### config.mk
export PLATFORM = sky130hd
export DESIGN_NAME = regfile_write_ctrl
export DESIGN_NICKNAME = d
export VERILOG_FILES = /design/src/rtl/regfile_write_ctrl.sv
export SDC_FILE = /design/constraint.sdc
export NUM_CORES = 1
export LEC_CHECK = 0
export ABC_AREA = 1
export BUFFER_PORTS_ARGS = -buffer_cell sky130_fd_sc_hd__buf_2
export CORE_MARGIN = 8
export CORE_UTILIZATION = 42
export CTS_CLUSTER_SIZE = 16
export DETAILED_ROUTE_END_ITERATION = 6
export GPL_TIMING_DRIVEN = 0
export PLACE_DENSITY = 0.73
export SLEW_MARGIN = 25
export SYNTH_ARGS = -nofsm -noshare
export SYNTH_HDL_FRONTEND = slang
export SYNTH_SLANG_ARGS = --single-unit
### constraint.sdc
create_clock -name clk -period 1.15 [get_ports clk]
set_clock_uncertainty 0.15 [all_clocks]
set_input_delay 0 -clock clk [delete_from_list [all_inputs] [get_ports clk]]
set_output_delay 0 -clock clk [all_outputs]
set_load 0.005 [all_outputs]
### src/rtl/regfile_write_ctrl.sv
// Register-file write initiator: captures a request, writes it, reads it back to
// verify, rewrites on mismatch up to MAX_RETRY times, then returns a status response.
module regfile_write_ctrl #(
  parameter int DATA_WIDTH   = 4,
  parameter int ADDR_WIDTH   = 2,
  parameter int MAX_RETRY    = 2,
  parameter int RETRY_WIDTH  = 2,
  parameter int ERRCNT_WIDTH = 4
) (
  input  logic                    clk,
  input  logic                    rst,
  input  logic                    req_valid,
  output logic                    req_ready,
  input  logic [ADDR_WIDTH-1:0]   req_addr,
  input  logic [DATA_WIDTH-1:0]   req_data,
  output logic                    rf_wr_en,
  output logic [ADDR_WIDTH-1:0]   rf_wr_addr,
  output logic [DATA_WIDTH-1:0]   rf_wr_data,
  output logic [ADDR_WIDTH-1:0]   rf_rd_addr,
  input  logic [DATA_WIDTH-1:0]   rf_rd_data,
  output logic                    resp_valid,
  input  logic                    resp_ready,
  output logic                    resp_err,
  output logic [RETRY_WIDTH-1:0]  resp_retries,
  output logic [ERRCNT_WIDTH-1:0] err_count
);

  typedef enum logic [1:0] {S_IDLE, S_WRITE, S_VERIFY, S_RESP} state_t;

  state_t                  state, state_nxt;
  logic [ADDR_WIDTH-1:0]   cap_addr, cap_addr_nxt;
  logic [DATA_WIDTH-1:0]   cap_data, cap_data_nxt;
  logic [RETRY_WIDTH-1:0]  retry_cnt, retry_cnt_nxt;
  logic [ERRCNT_WIDTH-1:0] err_cnt_q, err_cnt_nxt;
  logic                    resp_err_q, resp_err_nxt;

  always_ff @(posedge clk) begin
    if (rst) begin
      state      <= S_IDLE;
      cap_addr   <= '0;
      cap_data   <= '0;
      retry_cnt  <= '0;
      err_cnt_q  <= '0;
      resp_err_q <= 1'b0;
    end else begin
      state      <= state_nxt;
      cap_addr   <= cap_addr_nxt;
      cap_data   <= cap_data_nxt;
      retry_cnt  <= retry_cnt_nxt;
      err_cnt_q  <= err_cnt_nxt;
      resp_err_q <= resp_err_nxt;
    end
  end

  always_comb begin
    state_nxt     = state;
    cap_addr_nxt  = cap_addr;
    cap_data_nxt  = cap_data;
    retry_cnt_nxt = retry_cnt;
    err_cnt_nxt   = err_cnt_q;
    resp_err_nxt  = resp_err_q;
    case (state)
      S_IDLE: begin
        if (req_valid) begin
          cap_addr_nxt  = req_addr;
          cap_data_nxt  = req_data;
          retry_cnt_nxt = '0;
          state_nxt     = S_WRITE;
        end
      end
      S_WRITE: state_nxt = S_VERIFY;
      S_VERIFY: begin
        if (rf_rd_data == cap_data) begin
          resp_err_nxt = 1'b0;
          state_nxt    = S_RESP;
        end else if (retry_cnt < RETRY_WIDTH'(MAX_RETRY)) begin
          retry_cnt_nxt = retry_cnt + RETRY_WIDTH'(1);
          state_nxt     = S_WRITE;
        end else begin
          // Out of retries: report failure and bump the saturating error count.
          resp_err_nxt = 1'b1;
          if (err_cnt_q != '1)
            err_cnt_nxt = err_cnt_q + ERRCNT_WIDTH'(1);
          state_nxt = S_RESP;
        end
      end
      S_RESP: begin
        if (resp_ready)
          state_nxt = S_IDLE;
      end
      default: state_nxt = S_IDLE;
    endcase
  end

  assign req_ready    = (state == S_IDLE);
  assign rf_wr_en     = (state == S_WRITE);
  assign resp_valid   = (state == S_RESP);
  assign rf_wr_addr   = cap_addr;
  assign rf_rd_addr   = cap_addr;
  assign rf_wr_data   = cap_data;
  assign resp_err     = resp_err_q;
  assign resp_retries = retry_cnt;
  assign err_count    = err_cnt_q;

endmodule

==> key figures, run 1 <==
Setup path
  – CP max FO: 4
  – Critical Path Slowest Stage Cell: dfxtp_2
  – Critical Path Most Common Cell: nand2_1
  – Reg2Reg Depth: 8
  – Crit path buf inv count: 2
  – Peak per-stage delay on the critical path: roughly 0.36 ns
  – CP endpoint kind: flip-flop
  – R2R Setup Slk: -0.14 ns
  – Setup CP Type: flip-flop to flip-flop
  – Worst r2r src: rf_wr_data[3]
  – CP Data Arrival Time: 1.31 ns
  – Top delay family on crit path: simple AND/OR/NAND/NOR gates
  – Cells along the critical path: inv_2, nand2_1, nand2_1, nor2_2, nand2_2, buf_4, nand4_1, a21oi_2
  – Type of origin of the critical path: flip-flop
  – Reg2Reg Capture Point: err_count[3]
  – WP data required: 1.18 ns

Min path
  – Hold path depth: 5
  – Worst hold start: rst
  – HP Class: input pin to flip-flop
  – Hold EP: err_count[0]

Synth
  – Syn Nets: 133
  – Main synth FF type: dfxtp_1
  – Library cells used by synthesis: 24
  – Cell count after synthesis: roughly 120
  – Post-synth EDFFs: 0
  – Yosys top cell area share: between 30 and 40%
  – Post-synth ARST share: 0%
  – Synth area leaders: dfxtp_1 (37%), nand2_1 (12%), inv_1 (10%)
  – Post-Syn Area: 816 um2
  – Ys Warns: 0
  – Sequential fraction of the synthesis area: 36.8%
  – Avg Cell Area, Syn: 6.91 um2
  – Post-synth top area cell: dfxtp_1
  – Most instantiated cells after synthesis: nand2_1 (25), inv_1 (22), dfxtp_1 (15)
  – Post-synthesis register bit count: 15
  – Most frequent cell after synthesis: nand2_1

STA
  – Setup Total Neg Slack: -0.700 ns
  – Final WS setup: -0.139 ns
  – Tmin final: 1.29 ns
  – Final setup vio count: 11
  – Final hold vios: 0
  – Max-slew headroom: approximately 71%
  – Slew Viols, Final: 0
  – Tightest Pin Transition: 0.433 ns
  – Maximum achievable frequency: 776 MHz
  – RSZ-0062 raised after global routing: yes
  – Period utilization: 112%

Die
  – Full die area: 3610 um2
  – Row count: 16
  – I/O pin count: 32
  – Die height: 60.1 um
  – Chip width: ~60 um
  – Initial core utilization: between 40% and 50%
  – Core ar.: 1900 um2

Clock network
  – H-tree levels: 1
  – Clk slew on worst S/H paths: 0.09 ns
  – Clock Sinks: 15
  – CTS buffer count: 3
  – Clk root buf: clkbuf_4
  – TritonCTS clock tree: built
  – Clock Latency Late Sink: 0.28 ns
  – CTS Buffer Depth: 2

Cells and area
  – Ant. Diodes: 0
  – Final Cell Area: about 1200 um2
  – Layout cell share with drive strength beyond 1: 47.3%
  – Multi-input logic area: 450 um2
  – # fillers: ~160
  – Storage cell area: 315 um2
  – Synth-to-layout area growth: 51.8%
  – Final core occ: 65.1%
  – Nets@finish: 183

Global route
  – GRT overflow: 0
  – Vias in the first global route: 866
  – All-Layer GR Usage: 12.9%
  – First-pass GRT wire length: ~3.6 mm
  – Largest net degree at the start of global routing: 11
  – Initial antenna violation count: 0

Placed design
  – Gpl congestion: 0.751
  – Area after DPL: between 1000 and 1500 um2
  – Number of port buffers: 31
  – DP HPWL: around 1.5 mm

Routing
  – Drt initial violations: 20
  – Drt drc: 0
  – Via density: 4.58
  – Detail Route Antenna Nets: 0
  – WL per Instance: 10.8 um
  – Drt first pass iters: 4
  – Vias: slightly below 900
  – Final wirelength: 2.10 mm

Power and ir drop
  – Max rail drop VDD: 963 uV
  – Final Power: 1.21 mW
  – Pwr Density: between 900 and 1000 nW/um2
  – P_leak: 0.649 nW

Run
  – Maxcap violations: 0

Status
  – Failing checks: setup timing
  – Outcome: finished with violations
## report_power, final
part / total, mW / internal [mW] / switching (mW) / leakage (nW)
registers: 0.594 / 0.556 / 0.0380 / 0.126
logic: 0.307 / 0.150 / 0.156 / 0.508
clock network: 0.305 / 0.135 / 0.170 / 0.0150
total: 1.21 / 0.842 / 0.364 / 0.649
## cell type report
| cell class | count | share of cell area [%] |
|---|---|---|
| buffer | 4 | 2.42 |
| sequential | 15 | 25.5 |
| tap | 27 | 2.73 |
| timing repair buffer | 45 | 23.0 |
| multi-input combinational | 73 | 36.4 |
| inverter | 26 | 7.88 |
| clock buffer | 4 | 2.12 |
## placed cells by master, fill, tap and decap left out, types with 2 or more instances in the layout
cell / instances
buf_2: 31
dlygate4sd3_1: 10
nor2_1: 10
o21ai_1: 5
clkbuf_1: 2
dfxtp_4: 2
nand2_1: 19
nand2_2: 7
inv_1: 18
a21oi_2: 5
dfxtp_1: 7
buf_4: 6
nand4_1: 5
nor2_2: 2
a21oi_1: 4
clkbuf_4: 3
inv_2: 8
nand3_1: 3
dfxtp_2: 6
nor2_4: 2
## stage by stage
step	hold WS, ns	setup WS, ns	instances
after floorplan	-0.0883	-0.0393	118
after global placement	0.0790	-0.105	176
after detailed placement	0.0811	-0.126	176
after CTS	0.0731	-0.0995	193
after global routing	0.132	-0.233	194
final	0.0828	-0.139	194
## how the worst max path moves through the flow
stage	startpoint	to	slack, ns	cells after the start
2_1_floorplan	err_count[1]	err_count[0]	-0.04	8
5_1_grt	rf_wr_data[3]	resp_retries[0]	-0.23	8
3_3_place_gp	rf_wr_data[0]	err_count[0]	-0.11	9
3_5_place_dp	rf_wr_data[0]	err_count[0]	-0.13	9
6_report	rf_wr_data[3]	err_count[3]	-0.14	8
4_1_cts	rf_wr_data[2]	err_count[0]	-0.1	9
## logic make-up after synthesis
| family | Yosys count | share of synthesized area, % |
|---|---|---|
| compound gates | 17 | 11.5 |
| xor+xnor | 1 | 1.07 |
| fa+ha+maj | 1 | 1.53 |
| buf+inv | 30 | 15.2 |
| flops | 15 | 36.8 |
| simple gates | 54 | 33.9 |
## state kept, by name, summed over array words and instances (netlist names)
signal / flops
rf_rd_addr: 2
state: 2
rf_wr_data: 4
resp_err: 1
err_count: 4
resp_retries: 2
## repair_timing
| action | 4_1_cts | 5_1_grt |
|---|---|---|
| buffers inserted | 3 | 1 |
| gates cloned | 0 | 0 |
| gates resized for setup | 9 | 11 |
| hold buffers | 10 | 0 |
| setup endpoints to repair | 17 | 17 |
| endpoints found under the hold margin | 11 | 0 |
| pin swaps | 7 | 5 |
## tightest hold or removal path, cell delays in order
cell and delay [ns]:
buf_2 0.08, inv_1 0.04, clkbuf_1 0.22, nand2_2 0.12, nor2_1 0.03
## routing by layer
| layer | vias to the layer above | track usage, % | routed length, um |
|---|---|---|---|
| met1 | 397 | 13.9 | 869 |
| met5 | - | 0 | 0 |
| met3 | 0 | 5.16 | 152 |
| met2 | 25 | 23.8 | 1080 |
| met4 | 0 | 1.02 | 0 |
| li1 | 466 | - | - |
Note: power is estimated with default switching activity, not from simulation.
==> run 2: changes to the inputs <==
--- a/config.mk
+++ b/config.mk
@@ -7,12 +7,14 @@
 export LEC_CHECK = 0
 export ABC_AREA = 1
 export BUFFER_PORTS_ARGS = -buffer_cell sky130_fd_sc_hd__buf_2
+export CELL_PAD_IN_SITES_DETAIL_PLACEMENT = 0
+export CELL_PAD_IN_SITES_GLOBAL_PLACEMENT = 1
 export CORE_MARGIN = 8
-export CORE_UTILIZATION = 42
+export CORE_UTILIZATION = 29
 export CTS_CLUSTER_SIZE = 16
 export DETAILED_ROUTE_END_ITERATION = 6
 export GPL_TIMING_DRIVEN = 0
-export PLACE_DENSITY = 0.73
+export PLACE_DENSITY_LB_ADDON = 0.1
 export SLEW_MARGIN = 25
 export SYNTH_ARGS = -nofsm -noshare
 export SYNTH_HDL_FRONTEND = slang
==> key figures, run 2 (synthesis results as in run 1) <==
Cells and area
  – Nets@finish: 183
  – Commonest non-fill, non-tap cell in the layout: buf_2
  – Non-Filler Instances: 198
  – Final Cell Area: ~1200 um2
  – Layout cell share with drive strength beyond 1: between 40 and 50%
  – Most frequent cells in the layout: buf_2 (31), inv_1 (18), nand2_1 (15)
  – Ant. Diodes: 0
  – Synth-to-layout area growth: 52.5%

Placed design
  – Area after DPL: 1030 um2
  – Gpl congestion: 0.741
  – DP HPWL: around 1.6 mm
  – Pre-CTS setup slack: -0.144 ns
  – Placed Cells incl. Taps: between 150 and 200
  – Number of port buffers: 31

Global route
  – Met1 usage in global routing: 10.1%
  – Met2 Track Usage GR: 14.5%
  – Grt met3 use: 4.15%
  – GRT overflow: 0
  – Initial antenna violation count: 0
  – Busiest grt layer: met2
  – All-Layer GR Usage: under 10%
  – Largest net degree at the start of global routing: 11
  – First-pass GRT wire length: 3.69 mm
  – Vias in the first global route: a little over 800

Routing
  – Via density: between 4 and 5
  – Drt drc: 0
  – Drt initial violations: 18
  – Detail Route Antenna Nets: 0
  – Final wirelength: 2.11 mm
  – Vias: 880
  – Drt first pass iters: 4
  – WL per Instance: 10.7 um

Die
  – Initial core utilization: 30.1%
  – Die height: 69.0 um
  – Full die area: around 4800 um2
  – Chip width: between 60 and 70 um
  – Row count: 19
  – I/O pin count: 32
  – Core ar.: 2710 um2

STA
  – Tmin final: between 1 and 1.5 ns
  – RSZ-0062 raised after global routing: yes
  – Final setup vio count: 15
  – Maximum achievable frequency: 785 MHz
  – Final WS setup: -0.123 ns
  – Period utilization: 111%
  – Slew Viols, Final: 0
  – Max-slew headroom: 67.3%
  – Tightest Pin Transition: 0.491 ns
  – Final hold slack: 0.0730 ns
  – Final hold vios: 0

Clock network
  – Clk slew on worst S/H paths: 0.09 ns
  – Clock Sinks: 15
  – CTS buffer count: 3
  – Clk root buf: clkbuf_4
  – Clock Latency Late Sink: about 0.28 ns
  – TritonCTS clock tree: built
  – H-tree levels: 1
  – CTS Buffer Depth: 2

Setup path
  – Worst r2r src: rf_wr_data[0]
  – CP endpoint kind: flip-flop
  – CP Data Arrival Time: 1.31 ns
  – CP max FO: 5
  – Type of origin of the critical path: flip-flop
  – Setup CP Type: flip-flop to flip-flop
  – WP data required: 1.18 ns
  – Setup crit start: rf_wr_data[0]

Run
  – Maxcap violations: 0

Power and ir drop
  – Max rail drop VDD: roughly 530 uV
  – Pwr Density: 977 nW/um2
  – Final Power: 1.21 mW
  – P_leak: 0.656 nW

Status
  – Failing checks: setup timing
  – Outcome: finished with violations

Min path
  – Worst hold start: rf_rd_data[2]
  – HP Class: input pin to flip-flop
==> run 2: cell counts in the layout (fill, tap and decap cells not counted) <==
No cell type changed its count.
==> run 2: final timing paths <==
kind / end / slack (ns) / cells past startpoint
worst max-delay path: err_count[0] / -0.12 / 9
worst min-delay path: resp_err / 0.07 / 7
worst max register to register: err_count[0] / -0.12 / 9
worst min register to register: err_count[3] / 0.32 / 2
==> run 2: metal layers <==
metal / vias to the layer above / routed length, um
met3: 2 / 118
met5: - / 0
met4: 0 / 14
met1: 397 / 945
li1: 465 / -
met2: 16 / 1030
==> run 2: stage by stage <==
| stage | TNS (ns) | util (%) |
|---|---|---|
| floorplan | -0.131 | - |
| global placement | -0.859 | 37.9 |
| detailed placement | -1.09 | 37.9 |
| CTS | -1.13 | 43.5 |
| global route | -2.19 | 45.9 |
| finish | -0.815 | 45.9 |
==> run 2: area by class of cell <==
cell class / count / area [um2]
inverters: 26 / 97.6
plain buffers: 4 / 26.3
repair buffers: 45 / 285
flip-flops and latches: 15 / 312
multi-input cells: 73 / 458
fillers: 304 / 1470
clock buffers: 4 / 26.3
well taps: 31 / 38.8
==> run 2: power by group <==
part / switching, mW / leakage [nW] / internal [mW]
registers: 0.0340 / 0.126 / 0.557
clock network: 0.166 / 0.0150 / 0.134
logic: 0.168 / 0.515 / 0.155
==> run 2: worst max-delay path: stages (launching register included) <==
cell and delay [ns]:
dfxtp_2 0.35, inv_2 0.04, nand2_2 0.05, nand2_2 0.06
nor2_4 0.17, nand2_4 0.09, nand3_4 0.12, nand2_2 0.05
nand2_1 0.05, nor2_1 0.05
==> run 2: what timing repair did <==
action                                  in CTS  in global routing
resized for setup                            3                 18
endpoints found under the setup margin      17                 17
hold endpoints to repair                    11                  0
pin swaps                                    5                 13
buffers inserted                             3                  1
hold buffers                                10                  0
